--- src/rtl/fetch_pc_unit_if.sv ---
// Instruction-memory fetch bus: request/address from the fetch unit,
// ready/data back from memory.
interface fetch_pc_unit_if;
   logic        req;
   logic [31:0] addr;
   logic        ready;
   logic [31:0] rdata;

   modport master (output req, addr, input ready, rdata);
   modport slave  (input req, addr, output ready, rdata);
endinterface

--- src/rtl/fetch_pc_unit.sv ---
// Multi-cycle fetch stage: owns the PC, fetches one word, holds it while the
// instruction executes, then steps to the next PC from the branch code.
module fetch_pc_unit #(
   parameter logic [31:0] RESET_PC      = 32'h0000_0000,
   parameter int unsigned FETCH_TIMEOUT = 255
) (
   input  logic                   clk,
   input  logic                   rst_n,
   fetch_pc_unit_if.master        imem,
   output logic [31:0]            instr,
   output logic [5:0]             opcode,
   output logic [5:0]             funct,
   output logic                   instr_valid,
   output logic [31:0]            pc,
   output logic [31:0]            pc_plus4,
   input  logic [2:0]             desvio,
   input  logic                   alu_zero,
   input  logic [31:0]            jr_target,
   input  logic                   instr_done,
   input  logic                   halt,
   output logic                   halted,
   output logic                   fetch_err,
   output logic                   bad_target
);

   typedef enum logic [1:0] {FETCH, EXEC, HALT} state_t;

   localparam logic [15:0] TIMEOUT_LAST = 16'(FETCH_TIMEOUT - 1);

   state_t      state;
   logic [15:0] cnt;
   logic [31:0] br_target;
   logic [31:0] next_pc;
   logic        next_bad;

   assign pc_plus4    = pc + 32'd4;
   assign br_target   = pc_plus4 + {{14{instr[15]}}, instr[15:0], 2'b00};
   assign opcode      = instr[31:26];
   assign funct       = instr[5:0];
   assign imem.req    = (state == FETCH);
   assign imem.addr   = pc;
   assign instr_valid = (state == EXEC);
   assign halted      = (state == HALT);

   always_comb begin
      // NOTE: defaults first so every path assigns and no latch is inferred.
      next_pc  = pc_plus4;
      next_bad = 1'b0;
      case (desvio)
         3'b000: ;
         3'b001: if (alu_zero)  next_pc = br_target;
         3'b010: if (!alu_zero) next_pc = br_target;
         3'b011,
         3'b100: next_pc = {pc_plus4[31:28], instr[25:0], 2'b00};
         3'b101: begin
            next_pc  = {jr_target[31:2], 2'b00};
            next_bad = |jr_target[1:0];
         end
         default: next_bad = 1'b1;
      endcase
   end

   // NOTE: all state updates use non-blocking assignments so every register
   // sees values from before the edge, independent of statement order.
   always_ff @(posedge clk) begin
      if (!rst_n) begin
         state      <= FETCH;
         pc         <= RESET_PC;
         instr      <= '0;
         cnt        <= '0;
         fetch_err  <= 1'b0;
         bad_target <= 1'b0;
      end else begin
         fetch_err  <= 1'b0;
         bad_target <= 1'b0;
         case (state)
            FETCH: begin
               if (imem.ready) begin
                  instr <= imem.rdata;
                  cnt   <= '0;
                  state <= EXEC;
               end else if (cnt == TIMEOUT_LAST) begin
                  // Retry the same address forever; the pulse only reports it.
                  fetch_err <= 1'b1;
                  cnt       <= '0;
               end else begin
                  cnt <= cnt + 16'd1;
               end
            end
            EXEC: begin
               if (instr_done) begin
                  pc         <= next_pc;
                  bad_target <= next_bad;
                  state      <= halt ? HALT : FETCH;
               end
            end
            HALT: ;
            default: state <= FETCH;
         endcase
      end
   end

endmodule

--- src/flat_wrapper.sv ---
// flat-port wrapper written by rule: the top's interface ports become plain ports
module fetch_pc_unit_flat 
#(
   parameter logic [31:0] RESET_PC      = 32'h0000_0000,
   parameter int unsigned FETCH_TIMEOUT = 255
)
  (clk, rst_n, instr, opcode, funct, instr_valid, pc, pc_plus4, desvio, alu_zero, jr_target, instr_done, halt, halted, fetch_err, bad_target, imem_req, imem_addr, imem_ready, imem_rdata);
  fetch_pc_unit_if imem_i ();
  input  logic clk;
  input  logic rst_n;
  output logic [31:0] instr;
  output logic [5:0] opcode;
  output logic [5:0] funct;
  output logic instr_valid;
  output logic [31:0] pc;
  output logic [31:0] pc_plus4;
  input  logic [2:0] desvio;
  input  logic alu_zero;
  input  logic [31:0] jr_target;
  input  logic instr_done;
  input  logic halt;
  output logic halted;
  output logic fetch_err;
  output logic bad_target;
  output wire logic [$bits(imem_i.req)-1:0] imem_req;
  output wire logic [$bits(imem_i.addr)-1:0] imem_addr;
  input wire logic [$bits(imem_i.ready)-1:0] imem_ready;
  input wire logic [$bits(imem_i.rdata)-1:0] imem_rdata;
  assign imem_req = imem_i.req;
  assign imem_addr = imem_i.addr;
  assign imem_i.ready = imem_ready;
  assign imem_i.rdata = imem_rdata;
  fetch_pc_unit #(.RESET_PC(RESET_PC), .FETCH_TIMEOUT(FETCH_TIMEOUT)) u_core (.clk(clk), .rst_n(rst_n), .imem(imem_i), .instr(instr), .opcode(opcode), .funct(funct), .instr_valid(instr_valid), .pc(pc), .pc_plus4(pc_plus4), .desvio(desvio), .alu_zero(alu_zero), .jr_target(jr_target), .instr_done(instr_done), .halt(halt), .halted(halted), .fetch_err(fetch_err), .bad_target(bad_target));
endmodule
--- config.mk ---
export PLATFORM = sky130hd
export DESIGN_NAME = fetch_pc_unit_flat
export DESIGN_NICKNAME = d
export VERILOG_FILES = /design/src/rtl/fetch_pc_unit_if.sv /design/src/rtl/fetch_pc_unit.sv /design/src/flat_wrapper.sv
export SDC_FILE = /design/constraint.sdc
export NUM_CORES = 1
export LEC_CHECK = 0
export CAP_MARGIN = 10
export CORE_MARGIN = 2
export CORE_UTILIZATION = 47
export CTS_CLUSTER_SIZE = 28
export DETAILED_ROUTE_END_ITERATION = 6
export PLACE_DENSITY = 0.82
export SLEW_MARGIN = 20
export SYNTH_ARGS = -nofsm -noshare
export SYNTH_HDL_FRONTEND = slang
export SYNTH_SLANG_ARGS = --single-unit
--- constraint.sdc ---
create_clock -name clk -period 4.71 [get_ports clk]
set_clock_uncertainty 0.05 [all_clocks]
set_input_delay 1.413 -clock clk [delete_from_list [all_inputs] [get_ports clk]]
set_output_delay 1.413 -clock clk [all_outputs]
set_load 0.01 [all_outputs]
; Word level (Yosys, flattened, before mapping)
; Index checks and enable logic that the tools add are counted.
[word_totals]
register_bits = 84
[classes]
n_addsub = 3
eq_ne = 10
n_mux = 11
bitwise = 3
reduce_logical = 10
[op_table]
columns = op, count
row1 = one-hot mux 32 bit (4 select lines), 1
row2 = two-way mux 32 bit, 2
row3 = adder 32 x 3 -> 32 bit (second input constant), 1
row4 = adder 32 bit, 1
row5 = two-way mux 16 bit, 2
row6 = adder 16 x 1 -> 16 bit (second input constant), 1
row7 = equality test 16 x 8 -> 1 bit (second input constant), 1
row8 = equality test 3 x 2 -> 1 bit (second input constant), 2
row9 = equality test 3 bit (second input constant), 2
row10 = two-way mux 2 bit, 3
row11 = one-hot mux 2 bit (3 select lines), 1
row12 = AND reduction 3 bit, 2
row13 = OR reduction 5 bit, 1
row14 = != test 2 x 1 -> 1 bit (second input constant), 2
row15 = AND reduction 2 bit, 2
row16 = OR reduction 2 bit, 2
row17 = equality test 3 x 1 -> 1 bit (second input constant), 1
row18 = logical NOT 3 bit, 1
row19 = NOT 1 bit, 3
row20 = OR reduction 3 bit, 1
row21 = equality test 2 x 1 -> 1 bit (second input constant), 1
row22 = equality test 2 bit (second input constant), 1
row23 = logical NOT 2 bit, 1
row24 = one-hot mux 1 bit (2 select lines), 1
row25 = two-way mux 1 bit, 1

; Longest topological paths before layout
; Gate-level depths: netlist of the first run.
[logic_depth]
word_depth = 4
ltp_mapped = 15
ltp_nobuf = 15

; Worst setup path after synthesis of the first run
; OpenSTA, ideal clock, no wires.
[synth_path]
path_kind = register -> register
start = register u_core.pc[2] (netlist: u_core.imem.addr[2])
end = register u_core.pc[31] (netlist: u_core.imem.addr[31])
setup_ns = 0.062
t_arrival_ns = 3.622
t_required_ns = 4.598
slack_ns = 0.976
path_stages_with_launch = 14
path_buffers = 0
synth_period_minus_slack_ns = 3.734
cell_sequence = dfxtp_1 -> ha_1 -> nand3_1 -> nor4_4 -> nand3_1 -> xnor2_1 -> ha_1 -> a21oi_1 -> nor2_1 -> a211oi_1 -> o221ai_1 -> a221o_1 -> or3_1 -> nand3_1
[synth_between]
elab_chain_len = 4
word_cells_on_any_way = 5
cone_classes = add/sub: 2 / mux: 3
[synth_lines]
columns = item, line_no
row1 = "start, declared", fetch_pc_unit.sv:14  ; output logic [31:0] pc,
row2 = "start signal, assigned", fetch_pc_unit.sv:92  ; pc <= next_pc;
row3 = adder 32 x 3 -> 32 bit *, fetch_pc_unit.sv:36  ; assign pc_plus4 = pc + 32'd4;
row4 = via pc_plus4[18], flat_wrapper.sv:16  ; output logic [31:0] pc_plus4;
row5 = adder 32 bit *, fetch_pc_unit.sv:37  ; assign br_target = pc_plus4 + {{14{instr[15]}}, instr[15:0], 2'b00};
row6 = "two-way mux 32 bit, on equally long branches", "fetch_pc_unit.sv:52, fetch_pc_unit.sv:51"
row7 = one-hot mux 32 bit (4 select lines) *, fetch_pc_unit.sv:49  ; case (desvio)
; The timed path passes the listed nets; every way through them passes the cells marked *.
; A chain may end at the register's enable or synchronous reset.

; Worst setup path in the final report of the first run
[layout_path]
start = register u_core.pc[2] (netlist: u_core.imem.addr[2])
end = output port pc_plus4[24]
[layout_between]
elab_chain_len = 1
[layout_lines]
columns = item, line_no
row1 = adder 32 x 3 -> 32 bit, fetch_pc_unit.sv:36
row2 = "end, declared", flat_wrapper.sv:16
; Every way passes these cells.

==> results of run 1 <==
==> state kept, by name, summed over array words and instances (netlist names) <==
signal	cells
u_core.bad_target	1
u_core.cnt	16
u_core.state	2
u_core.fetch_err	1
u_core.instr	32
u_core.imem.addr	30
==> cell usage after synthesis (2+ instances only) <==
cell type  number
o21a_1          2
and2_1         10
clkbuf_1       40
and4_1          4
a21oi_1        47
o21ai_1         3
xor2_1         15
nor2_1         53
or3_1           5
o211a_1         5
nor3b_1         8
nor2b_1        11
a211oi_1        3
nand2b_1        5
a221oi_1       25
buf_2           3
a21boi_0       36
and3_1         17
or2_2           3
nand3_1        38
buf_4          48
nor4_4          2
o311a_1         3
o221a_2         2
nand4_1        13
a31oi_1        13
a22o_1          2
o21bai_1        6
a21o_1          8
o21ai_0        57
nor3_1         12
inv_1          20
nand3b_1        2
a221o_1        17
a31o_2          2
dfxtp_1        82
nand2_1       126
o211ai_1        7
xnor2_1        29
mux2i_1         3
ha_1           37
o31ai_1         2
==> cells by family after synthesis <==
kind of cell	after synthesis	synth area share
AOI/OAI and AO/OA	253	0.267
xor gates and xnor gates	45	0.0633
adders and majority gates	38	0.0740
buffers and inverters	113	0.0943
DFF	82	0.251
muxes	4	0.00633
other	1	0.000574
and+or+nand+nor	319	0.243
==> worst max-delay path, cell delays in order (launching register included) <==
cell and delay, ps:
dfxtp_1 470, ha_1 250, nand3_1 250, nor4_4 290, buf_4 190, and3_1 250
nand2_1 90, xnor2_1 330, clkdlybuf4s50_1 620
==> power by group through the flow <==
stage,Sequential [mW],Combinational [mW],Clock (mW)
after floorplan,0.800,0.302,0
after global placement,0.799,0.556,0
after detailed placement,0.801,0.561,0
after CTS,0.786,0.566,0.743
after global routing,0.793,0.614,0.771
final,0.787,0.568,0.736
==> worst paths after layout <==
| kind | start | endpoint | slack (ps) | cells past startpoint |
|---|---|---|---|---|
| hold reg to reg | u_core.instr[17] | u_core.instr[17] | 430 | 2 |
| hold / removal | u_core.instr[17] | u_core.instr[17] | 430 | 2 |
| setup reg to reg | u_core.imem.addr[2] | u_core.imem.addr[31] | 620 | 14 |
| setup / recovery | u_core.imem.addr[2] | pc_plus4[24] | 160 | 8 |
==> per-layer routing <==
layer / vias up / part of all wire / GRT usage
li1: 3355 / - / -
met1: 3307 / 0.41 / 0.342
met2: 349 / 0.48 / 0.481
met3: 50 / 0.086 / 0.0702
met4: 0 / 0.031 / 0.123
met5: - / 0 / 0
==> per-stage QoR <==
stage / setup slack (ps) / total power, mW / util / hold WS (ps)
floorplan: 976 / 1.10 / - / 436
global placement: 577 / 1.36 / 0.615 / 418
detailed placement: 467 / 1.36 / 0.615 / 426
CTS: 72.0 / 2.09 / 0.638 / 437
global route: 8.10 / 2.18 / 0.639 / 453
finish: 160 / 2.09 / 0.639 / 432
==> timing repair <==
action                     4_1_cts  5_1_grt
hold buffers                     0        0
setup buffers                    0        2
setup endpoints to repair        0        4
==> layout make-up <==
| type | instances | share of cell area |
|---|---|---|
| multi-input cells | 665 | 0.491 |
| repair buffers | 225 | 0.252 |
| flip-flops and latches | 82 | 0.187 |
| clock buffers | 10 | 0.0273 |
| well taps | 180 | 0.0257 |
| inverters | 21 | 0.00899 |
| clock inverters | 6 | 0.00757 |
==> results.tsv, run 1 <==
stage	metric	value	unit
synth	synth_enable_flop_cells	0	
clocking	cts_tree	yes	
sta	rsz0062_at_grt	no	
place	dp.cells	1171	
pwr	clkPwrFrac	0.352	
floorplan	io_pins	218	
routing	antenna_left	0	
floorplan	die_w	122	um
layout	area_growth	34.3	%
pwr	netSwitchingPower	0.658	mW
routing	wl	21400	um
pwr	p_sw_frac	0.315	
sta	min_period_over_period	0.966	
global_routing	grt_max_degree	47	
routing	num_vias	7061	
routing	dr.pass1.iters	5	
place	place_hpwl	15400	um
layout	fillCellCount	1205	
pwr	p_leak	3.44	nW
sta	worstMarginPinSlew	957	ps
clocking	clk_pin_slew	70	ps
clocking	cts_buffers	9	
synth	yosysWarningCount	0	
layout	final_nets	1115	
pwr	powerDensity	239	nW/um^2
synth	syn_avg_cell_area	7.63	sq um
layout	final_common_cell	clkdlybuf4s50_1	
routing	viasPerCell	5.94	
place	postPlaceCellArea	8440	sq um
setup_path	end_kind	primary output	
layout	final_cell_mix	clkdlybuf4s50_1, nand2_1, dfxtp_1	
floorplan	num_rows	43	
global_routing	grt_overflow	0	
routing	drt_iter0_drc	540	
clocking	clkSinkCount	82	
sta	fmax	220	MHz
clocking	h-tree-depth	3	
synth	synth_top_flop_cell	dfxtp_1	
floorplan	core	13700	sq um
synth	yosys.area.top_type_share	0.251	
layout	multi_input_area	4300	sq um
floorplan	start_util	0.476	
setup_path	critPathKind	flop to primary output	
sta	slew_viol_final	0	
sta	fin_setup_tns	0	ps
layout	design_area	8760	sq um
routing	wl_per_cell	18.0	um
clocking	root_buffer	clkbuf_16	
pwr	seqPwrFrac	0.376	
global_routing	grt_pass1_vias	6607	
worst_hold_path	min-delay-path-class	flop to flop	
place	gp_congestion	0.993	
layout	seq_area	1640	sq um
synth	async_reset_ff_frac	0	
floorplan	dieArea	14800	sq um
layout	drive_gt1_frac	0.0565	
flow_run	max_cap_violations	0	
layout	diodes	0	
global_routing	grt_pass1_wl	33500	um
clocking	cts_buffer_depth	2	
global_routing	antenna_found_initial	0	
clocking	insertion_delay	350	ps
global_routing	grtUsageTotal	0.284	
sta	final_hold_viol_count	0	
synth	ys_ff_latch	82	
pwr	ir_worst_vdd	0.000207	V
synth	syn_inst	855	
pwr	p_int	1.43	mW
synth	synth_top_area_cell	dfxtp_1	
clocking	post_cts_resized	0	
synth	synth.distinct_cells	71	
setup_path	arrival	3090	ps
setup_path	cp_max_fo	8	
sta	slew_headroom	0.361	
setup_path	worstSetupStartpointType	flop	
synth	synthTopCellsByArea	dfxtp_1, nand2_1, ha_1, buf_4, o21ai_0	
layout	fin_cells	1189	
synth	ys_seq_area_frac	0.251	
place	io_buffer_count	211	
setup_path	worstPathRequired	3250	ps
floorplan	fp.dieH	122	um
routing	drc	0	
sta	setup_violations	0	
synth	synth_area	6530	sq um
sta	fin_crit	4550	ps
run_status	status	finished, final reports clean	
pwr	combPwrFrac	0.272	
No activity file was read; power rests on OpenSTA's default activity.
==> run 2: changes to the inputs <==
- RECOVER_POWER: default -> 25
==> results.tsv, run 2 (synthesized netlist as in run 1, its figures left out) <==
stage	metric	value	unit
setup_path	crit_chain	ha_1 -> nand3_1 -> nor4_4 -> buf_4 -> and3_1 -> nand2_1 -> xnor2_1 -> clkdlybuf4s50_1	
pwr	p_int	1.43	mW
global_routing	grtUsageMet2	0.481	
layout	drive_gt1_frac	0.0535	
layout	area_growth	34.1	%
layout	fillCellCount	1207	
setup_path	critPathSlowestCell	clkdlybuf4s50_1	
routing	num_vias	7055	
pwr	ir_worst_vdd	0.000207	V
pwr	p_leak	3.49	nW
pwr	netSwitchingPower	0.657	mW
sta	final_hold_viol_count	0	
layout	diodes	0	
sta	slew_headroom	-0.173	
setup_path	cp_max_fo	8	
clocking	root_buffer	clkbuf_16	
routing	drc	0	
flow_run	max_cap_violations	2	
run_status	status	finished, violations left	
setup_path	end_kind	primary output	
setup_path	crit-reg2reg-launch	u_core.imem.addr[2]	
setup_path	path_delay_family	simple AND/OR/NAND/NOR gates	
clocking	clk_pin_slew	60	ps
sta	min_period_over_period	0.966	
clocking	ctsHoldBuffers	0	
clocking	h-tree-depth	3	
sta	rsz0062_at_grt	no	
setup_path	reg2regPathDepth	14	
global_routing	antenna_found_initial	0	
global_routing	grtUsageTotal	0.284	
floorplan	die_w	122	um
sta	setup_ws	162	ps
layout	fin_cells	1189	
pwr	clkPwrFrac	0.353	
sta	holdWs	431	ps
global_routing	grt_pass1_vias	6607	
layout	max_flop_register	u_core.instr	
global_routing	grt_max_degree	47	
floorplan	start_util	0.476	
sta	fin_crit	4550	ps
pwr	powerDensity	238	nW/um^2
setup_path	r2r-end	u_core.imem.addr[31]	
clocking	cts_tree	yes	
routing	antenna_left	0	
place	io_buffer_count	211	
routing	dr.pass1.iters	5	
sta	slew_viol_final	80	
global_routing	met3_usage	0.0702	
clocking	clkSinkCount	82	
global_routing	grt_most_used_layer	met2	
run_status	violations	max-capacitance violations, max-slew violations	
pwr	p_sw_frac	0.315	
place	dp.cells	1171	
setup_path	reg2reg_setup_slack	660	ps
sta	worstMarginPinSlew	1760	ps
place	gp_congestion	0.993	
worst_hold_path	hold_end	u_core.instr[28]	
clocking	insertion_delay	350	ps
setup_path	crit_buf_inv	2	
sta	fin_setup_tns	0	ps
routing	wl	21400	um
place	pre_cts_slack	467	ps
place	place_hpwl	15400	um
floorplan	dieArea	14800	sq um
setup_path	worstSetupStartpointType	flop	
worst_hold_path	whs_path_depth	2	
worst_hold_path	hp-start	u_core.instr[28]	
floorplan	num_rows	43	
pwr	seqPwrFrac	0.377	
setup_path	arrival	3090	ps
routing	viasPerCell	5.93	
pwr	combPwrFrac	0.270	
global_routing	use_met1	0.342	
global_routing	grt_overflow	0	
global_routing	grt_pass1_wl	33500	um
routing	drt_iter0_drc	537	
clocking	cts_buffers	9	
routing	wl_per_cell	18.0	um
worst_hold_path	min-delay-path-class	flop to flop	
floorplan	fp.dieH	122	um
setup_path	cpPeakStageDelay	620	ps
floorplan	core	13700	sq um
setup_path	critPathKind	flop to primary output	
sta	setup_violations	0	
clocking	cts_buffer_depth	2	
sta	fmax	220	MHz
setup_path	worstPathRequired	3250	ps
layout	largest_reg_flops	32	
layout	final_cell_mix	clkdlybuf4s50_1, nand2_1, dfxtp_1	
floorplan	io_pins	218	
layout	final_nets	1115	
layout	final_common_cell	clkdlybuf4s50_1	
-- run 2: power by group through the flow --
| stage | clock network [mW] | registers (mW) | logic (mW) |
|---|---|---|---|
| after floorplan | 0 | 0.800 | 0.302 |
| after global placement | 0 | 0.799 | 0.556 |
| after detailed placement | 0 | 0.801 | 0.561 |
| after CTS | 0.743 | 0.786 | 0.566 |
| after global routing | 0.771 | 0.792 | 0.610 |
| final | 0.736 | 0.786 | 0.564 |
-- run 2: what timing repair did --
item,in CTS,in global routing
gates resized for setup,0,0
setup buffers,0,2
endpoints found under the setup margin,0,4
-- run 2: stage by stage --
| step | cell area [sq um] | util | power [mW] |
|---|---|---|---|
| after floorplan | 6550 | - | 1.10 |
| after global placement | 8440 | 0.615 | 1.36 |
| after detailed placement | 8440 | 0.615 | 1.36 |
| after CTS | 8750 | 0.638 | 2.09 |
| after global routing | 8750 | 0.638 | 2.17 |
| final | 8750 | 0.638 | 2.09 |
-- run 2: metal layers --
metal | up-vias | share of wire
li1 | 3356 | -
met1 | 3301 | 0.41
met2 | 353 | 0.48
met3 | 45 | 0.086
met4 | 0 | 0.030
met5 | - | 0
-- run 2: worst register-to-register path, cell delays in order, from the launching register on --
cell and delay (ps):
dfxtp_1 460, ha_1 250, nand3_1 250, nor4_4 290, buf_4 180, nand3_1 90, xnor2_1 270, ha_1 350
a21oi_1 290, nor2_1 90, a211oi_1 350, o221ai_1 240, a221o_1 390, or3_1 350, nand3_1 90
-- run 2: cell type report --
cell class | count | area, sq um | area share
multi-input combinational | 665 | 4300 | 0.491
clock buffer | 10 | 239 | 0.0273
clock inverter | 6 | 66.3 | 0.00758
inverter | 21 | 78.8 | 0.00901
timing repair buffer | 225 | 2200 | 0.251
sequential | 82 | 1640 | 0.188
tap | 180 | 225 | 0.0257
-- run 2: worst max path at each step --
| stage | slack [ps] | cells after the start | endpoint | startpoint |
|---|---|---|---|---|
| global placement | 580 | 7 | pc_plus4[24] | u_core.imem.addr[2] |
| detailed placement | 470 | 7 | pc_plus4[26] | u_core.imem.addr[2] |
| global route | 8 | 8 | pc_plus4[26] | u_core.imem.addr[2] |
| CTS | 70 | 7 | pc_plus4[26] | u_core.imem.addr[2] |
| finish | 160 | 8 | pc_plus4[24] | u_core.imem.addr[2] |
| floorplan | 980 | 13 | u_core.imem.addr[31] | u_core.imem.addr[2] |
==> run 3: changes to the inputs <==
- PLACE_DENSITY: 0.82 -> 0.81
==> results.tsv, run 3 (synthesized netlist as in run 1, its figures left out) <==
stage	metric	value	unit
run_status	status	finished, violations left	
routing	num_vias	7001	
floorplan	core	13700	sq um
layout	largest_reg_flops	32	
setup_path	cpPeakStageDelay	610	ps
place	io_buffer_count	211	
place	gp_congestion	0.988	
layout	fillCellCount	1230	
pwr	p_leak	3.48	nW
clocking	h-tree-depth	3	
clocking	cts_setup_buffers	0	
global_routing	grtUsageTotal	0.287	
sta	setup_ws	175	ps
setup_path	crit_end	pc_plus4[24]	
routing	viasPerCell	5.89	
layout	drive_gt1_frac	0.0536	
setup_path	reg2reg_setup_slack	480	ps
setup_path	worstSetupStartpointType	flop	
sta	setup_violations	0	
global_routing	grt_overflow	0	
global_routing	antenna_found_initial	0	
routing	drt_iter0_drc	491	
layout	max_flop_register	u_core.instr	
setup_path	worstPathRequired	3250	ps
clocking	clk_pin_slew	70	ps
setup_path	crit_start	u_core.imem.addr[2]	
clocking	root_buffer	clkbuf_16	
pwr	powerDensity	236	nW/um^2
place	place_hpwl	15700	um
sta	fin_crit	4530	ps
routing	antenna_left	0	
setup_path	r2r-end	u_core.imem.addr[31]	
floorplan	dieArea	14800	sq um
routing	drc	0	
clocking	cts_tree	yes	
flow_run	max_cap_violations	2	
layout	area_growth	33.8	%
floorplan	num_rows	43	
sta	min_period_over_period	0.963	
layout	final_cell_mix	clkdlybuf4s50_1, nand2_1, dfxtp_1	
run_status	violations	max-capacitance violations, max-slew violations	
clocking	post_cts_resized	0	
setup_path	crit-reg2reg-launch	u_core.imem.addr[2]	
layout	final_nets	1114	
place	pre_cts_slack	630	ps
routing	wl_per_cell	18.2	um
clocking	cts_buffers	9	
layout	seq_area	1640	sq um
floorplan	io_pins	218	
global_routing	grt_pass1_wl	33700	um
sta	worstMarginPinSlew	2210	ps
routing	dr.pass1.iters	5	
layout	multi_input_area	4300	sq um
setup_path	crit_chain	ha_1 -> nand3_1 -> nor4_4 -> and3_1 -> nand2_1 -> xnor2_1 -> clkdlybuf4s50_1	
setup_path	critPathSlowestCell	clkdlybuf4s50_1	
worst_hold_path	min-delay-path-class	flop to flop	
sta	final_hold_viol_count	0	
layout	diodes	0	
clocking	clkSinkCount	82	
sta	slew_viol_final	82	
global_routing	grt_max_degree	49	
layout	final_common_cell	clkdlybuf4s50_1	
routing	wl	21600	um
clocking	ctsHoldBuffers	0	
sta	fin_setup_tns	0	ps
clocking	insertion_delay	350	ps
clocking	cts_buffer_depth	2	
setup_path	cp_max_fo	8	
floorplan	fp.dieH	122	um
sta	slew_headroom	-0.473	
setup_path	critPathKind	flop to primary output	
setup_path	end_kind	primary output	
pwr	ir_worst_vdd	0.000166	V
setup_path	arrival	3070	ps
sta	rsz0062_at_grt	no	
floorplan	start_util	0.476	
global_routing	grt_pass1_vias	6539	
floorplan	die_w	122	um
setup_path	reg2regPathDepth	14	
sta	fmax	221	MHz
## run 3: changes by cell type in the layout (fill, tap and decap cells not counted), sizes merged
cell,previous run,this run
inv,21,23
bufinv,1,0
clkbuf,14,13
clkdlybuf4s50,189,190
clkinvlp,3,1
clkinv,2,3
dlygate4sd3,21,20
## run 3: layout make-up
type / count / area share
multi-input combinational: 665 / 0.492
tap: 180 / 0.0258
timing repair buffer: 224 / 0.252
sequential: 82 / 0.188
clock buffer: 10 / 0.0274
clock inverter: 6 / 0.00573
inverter: 21 / 0.00903
## run 3: worst min-delay path by stage
| stage | startpoint | endpoint | slack (ps) | depth (start not counted) |
|---|---|---|---|---|
| finish | u_core.instr[30] | u_core.instr[30] | 430 | 2 |
| global route | u_core.instr[30] | u_core.instr[30] | 460 | 2 |
| global placement | u_core.instr[31] | u_core.instr[31] | 420 | 2 |
| floorplan | u_core.cnt[7] | u_core.cnt[7] | 440 | 1 |
| detailed placement | u_core.instr[22] | u_core.instr[22] | 430 | 2 |
| CTS | u_core.instr[22] | u_core.instr[22] | 440 | 2 |
## run 3: metal layers
| layer | part of all wire | GRT usage | vias to the layer above | wire [um] |
|---|---|---|---|---|
| li1 | - | - | 3343 | - |
| met2 | 0.47 | 0.483 | 308 | 10200 |
| met3 | 0.078 | 0.0716 | 48 | 1670 |
| met1 | 0.42 | 0.357 | 3302 | 9140 |
| met5 | 0 | 0 | - | 0 |
| met4 | 0.024 | 0.0977 | 0 | 516 |
## run 3: worst max-delay path: cells and delay by family (launching register included)
| family | cells | cell delay [ps] |
|---|---|---|
| xor+xnor | 1 | 320 |
| fa+ha+maj | 1 | 240 |
| buf+inv | 1 | 610 |
| flops | 1 | 460 |
| simple gates | 4 | 1080 |
## run 3: power by group
part           internal, mW  switching [mW]
combinational         0.276           0.293
clock                 0.379           0.330
sequential            0.728          0.0553
## run 3: per-stage QoR
stage                     cells  utilization  cell area [sq um]  hold WS [ps]  power, mW
after CTS                  1188        0.637               8740           436       2.07
after floorplan             860            -               6550           436       1.10
after global routing       1188        0.636               8730           459       2.15
final                      1188        0.636               8730           434       2.06
after detailed placement   1172        0.616               8450           427       1.36
after global placement     1172        0.616               8450           418       1.36
